## src/rtl/lfsr_byte_collector.sv

```systemverilog
// ---------------------------------------------------------------------------
// lfsr_byte_collector
//
// Assembles a serial bit stream (LSB first) from an upstream LFSR stage into
// bytes. Each completed byte is compared against a reference byte and pushed
// into a small first-word-fall-through FIFO.
//
// Parameters
//   DEPTH      number of byte entries in the FIFO (power of two, 2..16)
//
// Ports
//   clk        single clock, all state updates on its rising edge
//   rst        asynchronous, active-high reset
//   ser_in     serial data bit
//   ser_valid  ser_in carries a valid bit this cycle
//   expected   reference byte, sampled at the edge that samples bit 7
//   rd_en      pop request for the FIFO head
//   rd_data    FIFO head byte (8'h00 while empty)
//   empty      FIFO holds no bytes (registered)
//   full       FIFO holds DEPTH bytes (registered)
//   match      one-cycle pulse: completed byte equals the reference
//   mismatch   one-cycle pulse: completed byte differs from the reference
//   abort      one-cycle pulse: a partial byte was discarded
//   overflow   sticky: a completed byte was dropped because the FIFO was full
// ---------------------------------------------------------------------------
module lfsr_byte_collector #(
  parameter int DEPTH = 4
) (
  input  logic       clk,
  input  logic       rst,
  input  logic       ser_in,
  input  logic       ser_valid,
  input  logic [7:0] expected,
  input  logic       rd_en,
  output logic [7:0] rd_data,
  output logic       empty,
  output logic       full,
  output logic       match,
  output logic       mismatch,
  output logic       abort,
  output logic       overflow
);

  localparam int          AW        = (DEPTH > 1) ? $clog2(DEPTH) : 1;
  localparam logic [AW:0] DEPTH_CNT = (AW + 1)'(DEPTH);

  // -------------------------------------------------------------------------
  // Bit-collection FSM
  // -------------------------------------------------------------------------
  typedef enum logic {
    IDLE    = 1'b0,
    COLLECT = 1'b1
  } state_t;

  state_t     state_q, state_d;
  logic [2:0] cnt_q, cnt_d;
  logic [7:0] shreg_q, shreg_d;
  logic       byte_done;
  logic       abort_d;

  always_ff @(posedge clk or posedge rst) begin
    if (rst) begin
      state_q <= IDLE;
      cnt_q   <= 3'd0;
      shreg_q <= 8'h00;
    end else begin
      state_q <= state_d;
      cnt_q   <= cnt_d;
      shreg_q <= shreg_d;
    end
  end

  always_comb begin
    state_d   = state_q;
    cnt_d     = cnt_q;
    shreg_d   = shreg_q;
    byte_done = 1'b0;
    abort_d   = 1'b0;
    case (state_q)
      IDLE: begin
        if (ser_valid) begin
          shreg_d[0] = ser_in;
          cnt_d      = 3'd1;
          state_d    = COLLECT;
        end
      end
      COLLECT: begin
        if (ser_valid) begin
          shreg_d[cnt_q] = ser_in;
          // The 3-bit counter wraps 7 -> 0, so a completed byte leaves us in
          // COLLECT at count 0, ready to take bit 0 of the next byte with no
          // dead cycle.
          cnt_d          = cnt_q + 3'd1;
          if (cnt_q == 3'd7) begin
            byte_done = 1'b1;
          end
        end else begin
          // Count 0 here means a byte just completed and the stream paused:
          // nothing partial to throw away, so no abort.
          if (cnt_q != 3'd0) begin
            abort_d = 1'b1;
          end
          cnt_d   = 3'd0;
          state_d = IDLE;
        end
      end
      default: begin
        state_d = IDLE;
        cnt_d   = 3'd0;
      end
    endcase
  end

  // -------------------------------------------------------------------------
  // Completed-byte stage: holds the byte and its reference for one cycle so
  // the FIFO write and the compare pulses land together one edge later.
  // -------------------------------------------------------------------------
  logic       wr_pend_q;
  logic [7:0] wr_byte_q;
  logic [7:0] exp_q;

  always_ff @(posedge clk or posedge rst) begin
    if (rst) begin
      wr_pend_q <= 1'b0;
      wr_byte_q <= 8'h00;
      exp_q     <= 8'h00;
    end else begin
      wr_pend_q <= byte_done;
      if (byte_done) begin
        // Bit 7 is still on ser_in at this edge; bits 0..6 are registered.
        wr_byte_q <= {ser_in, shreg_q[6:0]};
        exp_q     <= expected;
      end
    end
  end

  // -------------------------------------------------------------------------
  // FIFO
  // -------------------------------------------------------------------------
  logic [7:0]  mem_q [DEPTH];
  logic [AW-1:0] wr_ptr_q, rd_ptr_q;
  logic [AW:0]   count_q, count_d;
  logic          empty_q, full_q;
  logic          do_push, do_pop;

  // A pop in the write cycle frees a slot, so a full FIFO still accepts the
  // write. A pop is never honoured while empty, so write+pop on an empty
  // FIFO only writes.
  assign do_pop  = rd_en && !empty_q;
  assign do_push = wr_pend_q && (!full_q || do_pop);
  assign count_d = count_q + (AW + 1)'(do_push) - (AW + 1)'(do_pop);

  always_ff @(posedge clk) begin
    if (do_push) begin
      mem_q[wr_ptr_q] <= wr_byte_q;
    end
  end

  always_ff @(posedge clk or posedge rst) begin
    if (rst) begin
      wr_ptr_q <= '0;
      rd_ptr_q <= '0;
      count_q  <= '0;
      empty_q  <= 1'b1;
      full_q   <= 1'b0;
    end else begin
      // Pointers wrap naturally since DEPTH is a power of two.
      if (do_push) begin
        wr_ptr_q <= wr_ptr_q + AW'(1);
      end
      if (do_pop) begin
        rd_ptr_q <= rd_ptr_q + AW'(1);
      end
      count_q <= count_d;
      empty_q <= (count_d == '0);
      full_q  <= (count_d == DEPTH_CNT);
    end
  end

  // -------------------------------------------------------------------------
  // Status pulses and sticky overflow
  // -------------------------------------------------------------------------
  logic match_q, mismatch_q, abort_q, overflow_q;

  always_ff @(posedge clk or posedge rst) begin
    if (rst) begin
      match_q    <= 1'b0;
      mismatch_q <= 1'b0;
      abort_q    <= 1'b0;
      overflow_q <= 1'b0;
    end else begin
      // The compare result is reported even when the byte itself is dropped.
      match_q    <= wr_pend_q && (wr_byte_q == exp_q);
      mismatch_q <= wr_pend_q && (wr_byte_q != exp_q);
      abort_q    <= abort_d;
      if (wr_pend_q && !do_push) begin
        overflow_q <= 1'b1;
      end
    end
  end

  // Head is shown combinationally from the registered pointer; the stale
  // array contents are masked to zero while the FIFO is empty.
  assign rd_data  = empty_q ? 8'h00 : mem_q[rd_ptr_q];
  assign empty    = empty_q;
  assign full     = full_q;
  assign match    = match_q;
  assign mismatch = mismatch_q;
  assign abort    = abort_q;
  assign overflow = overflow_q;

endmodule

```

## config.mk

```make
export PLATFORM = sky130hd
export DESIGN_NAME = lfsr_byte_collector
export DESIGN_NICKNAME = d
export VERILOG_FILES = /design/src/rtl/lfsr_byte_collector.sv
export SDC_FILE = /design/constraint.sdc
export NUM_CORES = 1
export LEC_CHECK = 0
export ABC_CLOCK_PERIOD_IN_PS = 2420
export BUFFER_PORTS_ARGS = -buffer_cell sky130_fd_sc_hd__buf_2
export CORE_AREA = 2 2 91 93
export DETAILED_ROUTE_END_ITERATION = 8
export DIE_AREA = 0 0 93 95
export PLACE_DENSITY = 0.56
export SYNTH_ARGS = -nofsm -noshare
export SYNTH_HDL_FRONTEND = slang
export SYNTH_SLANG_ARGS = --single-unit
```

## constraint.sdc

```tcl
create_clock -name clk -period 2.42 [get_ports clk]
set_input_delay 0.605 -clock clk [delete_from_list [all_inputs] [get_ports clk]]
set_output_delay 0.605 -clock clk [all_outputs]
set_load 0.1 [all_outputs]
```

==> impl_metrics.tcl, run 1 <==
set metrics [dict create \
    syn_inst 187 \
    portBuffers 26 \
    worstMarginPinSlew_ns 0.5339 \
    synthesis.area_sq_um 3075 \
    grt_setup_unrepaired "yes" \
    cts_hold_buf 0 \
    yosysTopAreaCellShare_pct 32.55 \
    clkTransAtPathRegs_ns 0.08 \
    gp_congestion 0.7149 \
    dieArea_sq_um 8835 \
    fill_cells 710 \
    avgSynthCellArea_sq_um 16.45 \
    ys_top_cells_by_area "dfrtp_1 33%, edfxtp_1 31%, mux4_2 5.9%" \
    hold_path_class "input port to asynchronous set/reset pin" \
    htreeDepth 3 \
    maxCapViolations 0 \
    peakVddDrop_v 0.0003407 \
    grt_pass1_wl_mm 8.293 \
    clock_skew_ns 0.01167 \
    max_freq_mhz 425.2 \
    area_delta_synth_final_pct 18.35 \
    crit_buf_inv 2 \
    clk_latency_ns 0.35 \
    via_per_inst 4.555 \
    layout.nets 250 \
    r2r_start "empty" \
    outcome "complete, no violations" \
    rr_worst_depth 10 \
    crit_cells 4 \
    crit_family "multiplexers" \
    synth_edf_count 32 \
    drcViolationCount 0 \
    grt_pass1_vias 1621 \
    path_class "register to output pin" \
    synth-main-ff-cell "dfrtp_1" \
    vias 1535 \
    die_y_um 95 \
    crit_path_cell_trace "buf_4 -> mux4_2 -> nor2b_2 -> buf_6" \
    worstPathMaxFanout 5 \
    cts_tree "yes" \
    overflow 0 \
    yosysWarnings 0 \
    final_area_sq_um 3640 \
    min_period_ns 2.352 \
    numCtsBuffers 9 \
    yosys.area.top_type "dfrtp_1" \
    critPathCapture "rd_data[2]" \
    placed_area_sq_um 3381 \
    cpMaxStageDelayCell "mux4_2" \
    slew_violations 0 \
    initialDrtViolationCount 95 \
    wirelength_mm 4.858 \
    power_leakage_uw 0.001661 \
    clk_path_buf_depth 2 \
    ff_latch_area_sq_um 1993 \
    hold-worst-slack_ns 0.3828 \
    cp_slowest_stage_delay_ns 0.49 \
    timing.final.crit_share_pct 97.19 \
    dp_hpwl_mm 3.252 \
    reg2reg_setup_slack_ns 0.09 \
    multi_input_area_sq_um 1040 \
    slew_headroom_pct 64.41 \
    wire_per_inst_um 14.42 \
    die_x_um 93 \
    clock-root-buffer "clkbuf_8" \
    drtPass1Iterations 4 \
    hold_violations 0 \
    core_sq_um 7928 \
    antenna_found_initial 0 \
    synth.distinct_cells 33 \
    power.density_nw_per_um2 1035 \
    crit_path_start "rd_ptr_q[0]" \
    final-setup-viol-count 0 \
    drtAntennaViolNets 0 \
    ys_ff_latch 73 \
    synthArstFlopShare_pct 56.16 \
    diodes 0 \
    grtUsageTotal_pct 12.95 \
    start_util_pct 38.79 \
    ys_seq_area_share_pct 64.65 \
    numClockSinks 73 \
    startpoint_type "register" \
    worst_setup_path_end_kind "output pin" \
    drive_above_1_share_pct 43.10 \
    grt_max_degree 42 \
    crit_arrival_ns 1.75 \
    synth_nets 210 \
    num_io_pins 27 \
    timing.rr.end "full" \
    crit_required_ns 1.81 \
    core.rowCount 33 \
]
==> synth_stat cells, types with 2 or more instances <==
cell	instances
mux2_2	15
nor2_1	4
inv_1	11
dfrtp_1	40
a22o_2	2
nor2b_1	9
mux2_4	9
edfxtp_1	32
nand2b_1	2
nor3b_1	2
nor3_1	5
ha_1	9
and2_1	4
xnor2_1	5
nor4_1	2
xor2_1	8
mux4_2	8
nand2_1	4
buf_2	2
==> power by group <==
| part | internal [uW] | leakage [uW] | switching (uW) |
|---|---|---|---|
| Combinational | 482 | 0.000718 | 812 |
| Clock | 484 | 0.000100 | 477 |
| Sequential | 1410 | 0.000843 | 104 |
==> timing repair <==
| action | CTS | global route |
|---|---|---|
| endpoints found under the setup margin | 8 | 7 |
| buffers inserted | 1 | 0 |
| endpoints found under the hold margin | 0 | 0 |
| gates resized for setup | 13 | 3 |
==> cell usage in the layout, fill, tap and decap left out, types with 2 or more instances in the layout <==
cell,count
and2_1,4
nor2b_2,8
xnor2_1,5
buf_6,8
xor2_1,8
clkbuf_8,9
mux2_4,9
mux4_2,8
inv_6,2
nand2b_1,2
nor4_1,2
inv_1,11
edfxtp_1,32
buf_2,18
clkinv_4,2
dfrtp_1,39
nor2_1,4
nor3_1,5
ha_1,9
mux2_2,15
a22o_2,2
buf_4,7
nand2_1,4
==> metrics by stage <==
stage	setup TNS, ns	utilization (%)	total power, uW	setup WS (ns)	cells
CTS	0	45.77	3794	0.006907	337
floorplan	-0.07049	-	2530	-0.07049	187
detailed placement	-0.07935	42.65	2745	-0.07935	320
global placement	0	42.65	2734	0.01853	320
finish	0	45.91	3767	0.06793	337
global route	-0.03678	45.91	3948	-0.01322	337
==> cells by family (layout without fill, tap and decap cells) <==
family / after synthesis / after routing / share of synthesized area [%]
xor gates and xnor gates: 13 / 13 / 3.702
DFF: 73 / 73 / 64.65
adders and majority gates: 10 / 10 / 4.313
muxes: 32 / 32 / 15.74
buffers and inverters: 15 / 60 / 2.441
AOI/OAI and AO/OA: 7 / 7 / 1.953
and+or+nand+nor: 37 / 37 / 7.200
==> worst min-delay path: cells and delay by family <==
family   cells  cell delay (ns)
buf+inv      3             0.58
==> per-layer routing <==
| layer | wire length (um) | up-vias | part of all wire, % | GRT usage [%] |
|---|---|---|---|---|
| li1 | - | 754 | - | - |
| met1 | 2203 | 752 | 45 | 16.54 |
| met2 | 2440 | 26 | 50 | 20.23 |
| met3 | 178 | 3 | 3.7 | 4.948 |
| met4 | 36 | 0 | 0.74 | 4.779 |
| met5 | 0 | - | 0 | 0 |
==> state kept, by name, indices dropped and copies added (netlist names), 2 cells and up <==
signal     flops
shreg_q        7
rd_ptr_q       2
wr_ptr_q       2
count_q        3
mem_q         32
wr_byte_q      8
exp_q          8
cnt_q          3
==> worst min path at each step <==
stage                    start           end  depth (start not counted)
floorplan           shreg_q[0]  wr_byte_q[0]                          1
global placement      overflow      overflow                          1
detailed placement    overflow      overflow                          1
CTS                        rst      cnt_q[1]                          3
global route               rst      cnt_q[2]                          3
finish                     rst    count_q[2]                          3
==> cell type report <==
class / instances / share of cell area (%)
flip-flops and latches: 73 / 54.76
clock buffers: 9 / 3.403
well taps: 105 / 3.609
multi-input cells: 99 / 28.57
clock inverters: 7 / 2.131
repair buffers: 33 / 6.394
inverters: 11 / 1.134
Power figures use the tool's default switching activity.
==> run 2: changes to the inputs <==
- MAX_ROUTING_LAYER: unset -> met4
==> run 2 against run 1 <==
  * Clock skew about the same
  * Final cell count unchanged
  * Via count unchanged
  * Register-to-register slack about the same
  * Non-clock buffer count unchanged
  * Setup slack improved by 0.0048 ns
  * Global-route usage increased by 0.35 points
  * Critical path type unchanged
  * Largest cell class unchanged
==> impl_metrics.tcl, run 2 (synthesis results as in run 1) <==
set metrics [dict create \
    outcome "complete, no violations" \
    numCtsBuffers 9 \
    cts_tree "yes" \
    multi_input_area_sq_um 1040 \
    dp_hpwl_mm 3.252 \
    grt_max_degree 42 \
    via_per_inst 4.555 \
    path_class "register to output pin" \
    ff_latch_area_sq_um 1993 \
    core_sq_um 7928 \
    slew_violations 0 \
    antenna_found_initial 0 \
    wirelength_mm 4.866 \
    dp_cells 320 \
    placed_area_sq_um 3381 \
    reg_top3 "mem_q x32, exp_q x8, wr_byte_q x8" \
    portBuffers 26 \
    area_delta_synth_final_pct 18.35 \
    start_util_pct 38.79 \
    drive_above_1_share_pct 43.10 \
    overflow 0 \
    final_cell_mix "39 x dfrtp_1, 32 x edfxtp_1, 18 x buf_2" \
    slew_headroom_pct 63.96 \
    clk_latency_ns 0.35 \
    power.density_nw_per_um2 1034 \
    peakVddDrop_v 0.0003403 \
    gp_congestion 0.7232 \
    drtAntennaViolNets 0 \
    max_freq_mhz 426.0 \
    die_x_um 93 \
    dieArea_sq_um 8835 \
    reg2reg_setup_slack_ns 0.08 \
    worst_setup_path_end_kind "output pin" \
    grtUsageTotal_pct 13.31 \
    rr_worst_depth 10 \
    hold_violations 0 \
    grt_setup_unrepaired "yes" \
    wire_per_inst_um 14.44 \
    largest_reg_flops 32 \
    grt_pass1_vias 1616 \
    power_leakage_uw 0.001661 \
    timing.final.crit_share_pct 96.99 \
    drtPass1Iterations 5 \
    cts_hold_buf 0 \
    maxCapViolations 0 \
    die_y_um 95 \
    regMostFlops "mem_q" \
    clkTransAtPathRegs_ns 0.08 \
    numClockSinks 73 \
    grt_pass1_wl_mm 8.286 \
    final-setup-viol-count 0 \
    drcViolationCount 0 \
    worstPathMaxFanout 5 \
    layout.nets 250 \
    r2r_start "empty" \
    fill_cells 710 \
    clock-root-buffer "clkbuf_8" \
    clock_skew_ns 0.01164 \
    clk_path_buf_depth 2 \
    final_area_sq_um 3640 \
    htreeDepth 3 \
    min_period_ns 2.347 \
    vias 1535 \
    crit_arrival_ns 1.74 \
    stdcell_count 337 \
    core.rowCount 33 \
    hold-worst-slack_ns 0.3831 \
    initialDrtViolationCount 88 \
    diodes 0 \
    finalWorstSetupSlack_ns 0.07276 \
    startpoint_type "register" \
    crit_required_ns 1.81 \
    hold_path_class "input port to asynchronous set/reset pin" \
    timing.rr.end "full" \
    num_io_pins 27 \
    worstMarginPinSlew_ns 0.5406 \
    pre_cts_ws_ns -0.07935 \
    final_common_cell "dfrtp_1" \
]
==> run 2: cell counts in the layout (fill, tap and decap cells not counted) <==
No cell type changed its count.
==> run 2: layout make-up <==
class                           count  area share (%)
Timing Repair Buffer               33           6.394
Inverter                           11           1.134
Clock buffer                        9           3.403
Multi-Input combinational cell     99           28.57
Sequential cell                    73           54.76
Clock inverter                      7           2.131
Tap cell                          105           3.609
==> run 2: critical path, cell delays in order, from the launching register on <==
cell	delay [ns]
dfrtp_1	0.38
buf_4	0.18
mux4_2	0.49
nor2b_2	0.16
buf_6	0.18
==> run 2: timing repair <==
item,CTS,global route
setup endpoints to repair,8,7
pin swaps,0,0
setup buffers,1,0
gates resized for setup,13,3
gates cloned,0,0
==> run 2: report_power, final <==
part,internal (uW),switching [uW]
Sequential,1410,104
Clock,484,472
Combinational,482,813
Total,2380,1390
==> run 2: metrics by stage <==
step,setup TNS [ns],power [uW],utilization [%]
final,0,3765,45.91
after global routing,-0.03659,3949,45.91
after CTS,0,3794,45.77
after detailed placement,-0.07935,2745,42.65
after global placement,0,2734,42.65
after floorplan,-0.07049,2530,-
==> run 2: worst max-delay path by stage <==
| stage | startpoint | to | slack, ns |
|---|---|---|---|
| 6_report | rd_ptr_q[0] | rd_data[2] | 0.07 |
| 5_1_grt | rd_ptr_q[0] | rd_data[3] | -0.01 |
| 3_5_place_dp | rd_en | full | -0.08 |
| 4_1_cts | rd_ptr_q[0] | rd_data[7] | 0.007 |
| 2_1_floorplan | empty | full | -0.07 |
| 3_3_place_gp | rd_en | full | 0.02 |
==> run 2: metal layers <==
layer | part of all wire (%) | vias up | GRT usage (%) | wire (um)
met4 | 0.90 | 0 | 4.779 | 44
met3 | 4.1 | 6 | 4.948 | 199
met5 | 0 | - | - | 0
met2 | 49 | 26 | 20.35 | 2382
met1 | 46 | 749 | 16.33 | 2240
li1 | - | 754 | - | -
==> run 3: changes to the inputs <==
- ABC_CLOCK_PERIOD_IN_PS: 2420 -> 2500
- CORE_AREA: 2 2 91 93 -> 2 2 66 130
- DIE_AREA: 0 0 93 95 -> 0 0 68 132
- PLACE_DENSITY: 0.56 -> 0.53
- clock period: 2.42 -> 2.5 ns (I/O delays scaled with it)
==> run 3 against run 2 <==
  * First-iteration DRC count shrank 40%
  * Sequential share of layout area shrank 0.91 points
  * Non-clock buffer count shrank 3
==> impl_metrics.tcl, run 3 (synthesis results as in run 1) <==
set metrics [dict create \
    regMostFlops "mem_q" \
    max_freq_mhz 413.5 \
    start_util_pct 38.72 \
    outcome "complete, no violations" \
    htreeDepth 3 \
    seqPwrFrac_pct 36.2 \
    use_met2_pct 22.01 \
    final-setup-viol-count 0 \
    slew_headroom_pct 60.64 \
    r2r_start "empty" \
    numCtsBuffers 9 \
    crit_required_ns 1.88 \
    numClockSinks 73 \
    drtAntennaViolNets 0 \
    swShare_pct 32.83 \
    path_class "register to output pin" \
    wirelength_mm 5.095 \
    initialDrtViolationCount 53 \
    layout.nets 247 \
    met3_usage_pct 3.074 \
    clock_skew_ns 0.003342 \
    setup_tns_ns 0 \
    worst_setup_path_end_kind "output pin" \
    grt_max_degree 42 \
    antenna_found_initial 0 \
    slew_violations 0 \
    area_delta_synth_final_pct 20.34 \
    peakVddDrop_v 0.0005855 \
    busiest_layer "met2" \
    dp_hpwl_mm 3.547 \
    diodes 0 \
    drcViolationCount 0 \
    wire_per_inst_um 15.68 \
    worstPathMaxFanout 10 \
    drive_above_1_share_pct 41.48 \
    internal_power_uw 2723 \
    cts_tree "yes" \
    grt_pass1_vias 1632 \
    clk_path_buf_depth 2 \
    use_met1_pct 16.13 \
    grtUsageTotal_pct 13.85 \
    num_io_pins 27 \
    p_sw_uw 1331 \
    power.density_nw_per_um2 1095 \
    hold_violations 0 \
    final_common_cell "dfrtp_1" \
    min_period_ns 2.418 \
    largest_reg_flops 32 \
    die_x_um 68 \
    grt_pass1_wl_mm 8.680 \
    fill_cells 739 \
    reg2reg_setup_slack_ns 0.18 \
    via_per_inst 4.778 \
    startpoint_type "register" \
    final_area_sq_um 3701 \
    clk_latency_ns 0.32 \
    portBuffers 26 \
    combPwrFrac_pct 28.7 \
    gp_congestion 0.7171 \
    final_cell_mix "39 x dfrtp_1, 32 x edfxtp_1, 23 x buf_2" \
    core.rowCount 46 \
    maxCapViolations 0 \
    power_leakage_uw 0.001697 \
    rr_worst_depth 10 \
    die_y_um 132 \
    dieArea_sq_um 8976 \
    crit_arrival_ns 1.79 \
    clkTransAtPathRegs_ns 0.05 \
    clkPwrFrac_pct 35.2 \
    hold_path_class "input port to asynchronous set/reset pin" \
    reg_top3 "mem_q x32, exp_q x8, wr_byte_q x8" \
    grt_setup_unrepaired "no" \
    overflow 0 \
    placed_area_sq_um 3354 \
    worstMarginPinSlew_ns 0.5850 \
    drtPass1Iterations 4 \
    timing.final.crit_share_pct 96.73 \
    vias 1553 \
    core_sq_um 7943 \
    hold-worst-slack_ns 0.4305 \
    timing.rr.end "full" \
    clock-root-buffer "clkbuf_16" \
]
-- run 3: changes by cell type in the layout (fill, tap and decap cells not counted), sizes merged --
cell and delta:
buf -5, bufinv +2, clkinv -1, inv -2, clkbuf +3
-- run 3: what timing repair did --
item                       4_1_cts  5_1_grt
setup endpoints to repair        1        8
hold buffers                     0        0
gates cloned                     0        0
setup buffers                    0        0
gates resized for setup          1        3
-- run 3: metrics by stage --
stage | total power (uW) | util [%] | worst slack [ns] | instances
after global placement | 2633 | 42.23 | 0.07378 | 309
after global routing | 4242 | 46.60 | 0.001178 | 325
after CTS | 4100 | 46.49 | 0.0007916 | 325
after floorplan | 2449 | - | 0.009506 | 187
final | 4053 | 46.60 | 0.08166 | 325
after detailed placement | 2652 | 42.23 | -0.03914 | 309
-- run 3: per-layer routing --
layer  routed length [um]  up-vias
met4                   95        0
met1                 2026      772
met5                    0        -
met2                 2823       26
met3                  150        7
li1                     -      748
-- run 3: worst max-delay path by stage --
| stage | startpoint | to | slack (ns) |
|---|---|---|---|
| floorplan | empty | full | 0.01 |
| global placement | rd_en | full | 0.07 |
| detailed placement | rd_en | full | -0.04 |
| CTS | rd_ptr_q[0] | rd_data[7] | 0.0008 |
| global route | empty | full | 0.001 |
| finish | rd_ptr_q[0] | rd_data[3] | 0.08 |
-- run 3: cell type report --
cell class	count	area, sq um	share of cell area (%)
Inverter	11	41.29	1.116
Clock buffer	10	229.0	6.187
Clock inverter	6	106.4	2.874
Sequential cell	73	1993	53.85
Tap cell	96	120.1	3.245
Multi-Input combinational cell	99	1040	28.09
Timing Repair Buffer	30	171.4	4.631
-- run 3: power by group through the flow --
| stage | logic (uW) | registers (uW) | clock network, uW |
|---|---|---|---|
| 3_3_place_gp | 1150 | 1490 | 0 |
| 6_report | 1160 | 1470 | 1430 |
| 3_5_place_dp | 1160 | 1490 | 0 |
| 2_1_floorplan | 938 | 1510 | 0 |
| 5_1_grt | 1250 | 1480 | 1510 |
| 4_1_cts | 1170 | 1470 | 1460 |
-- run 3: critical path: stages, from the launching register on --
cell and delay, ns:
dfrtp_1 0.33, buf_6 0.18, mux4_2 0.51, nor2b_2 0.16
buf_2 0.29
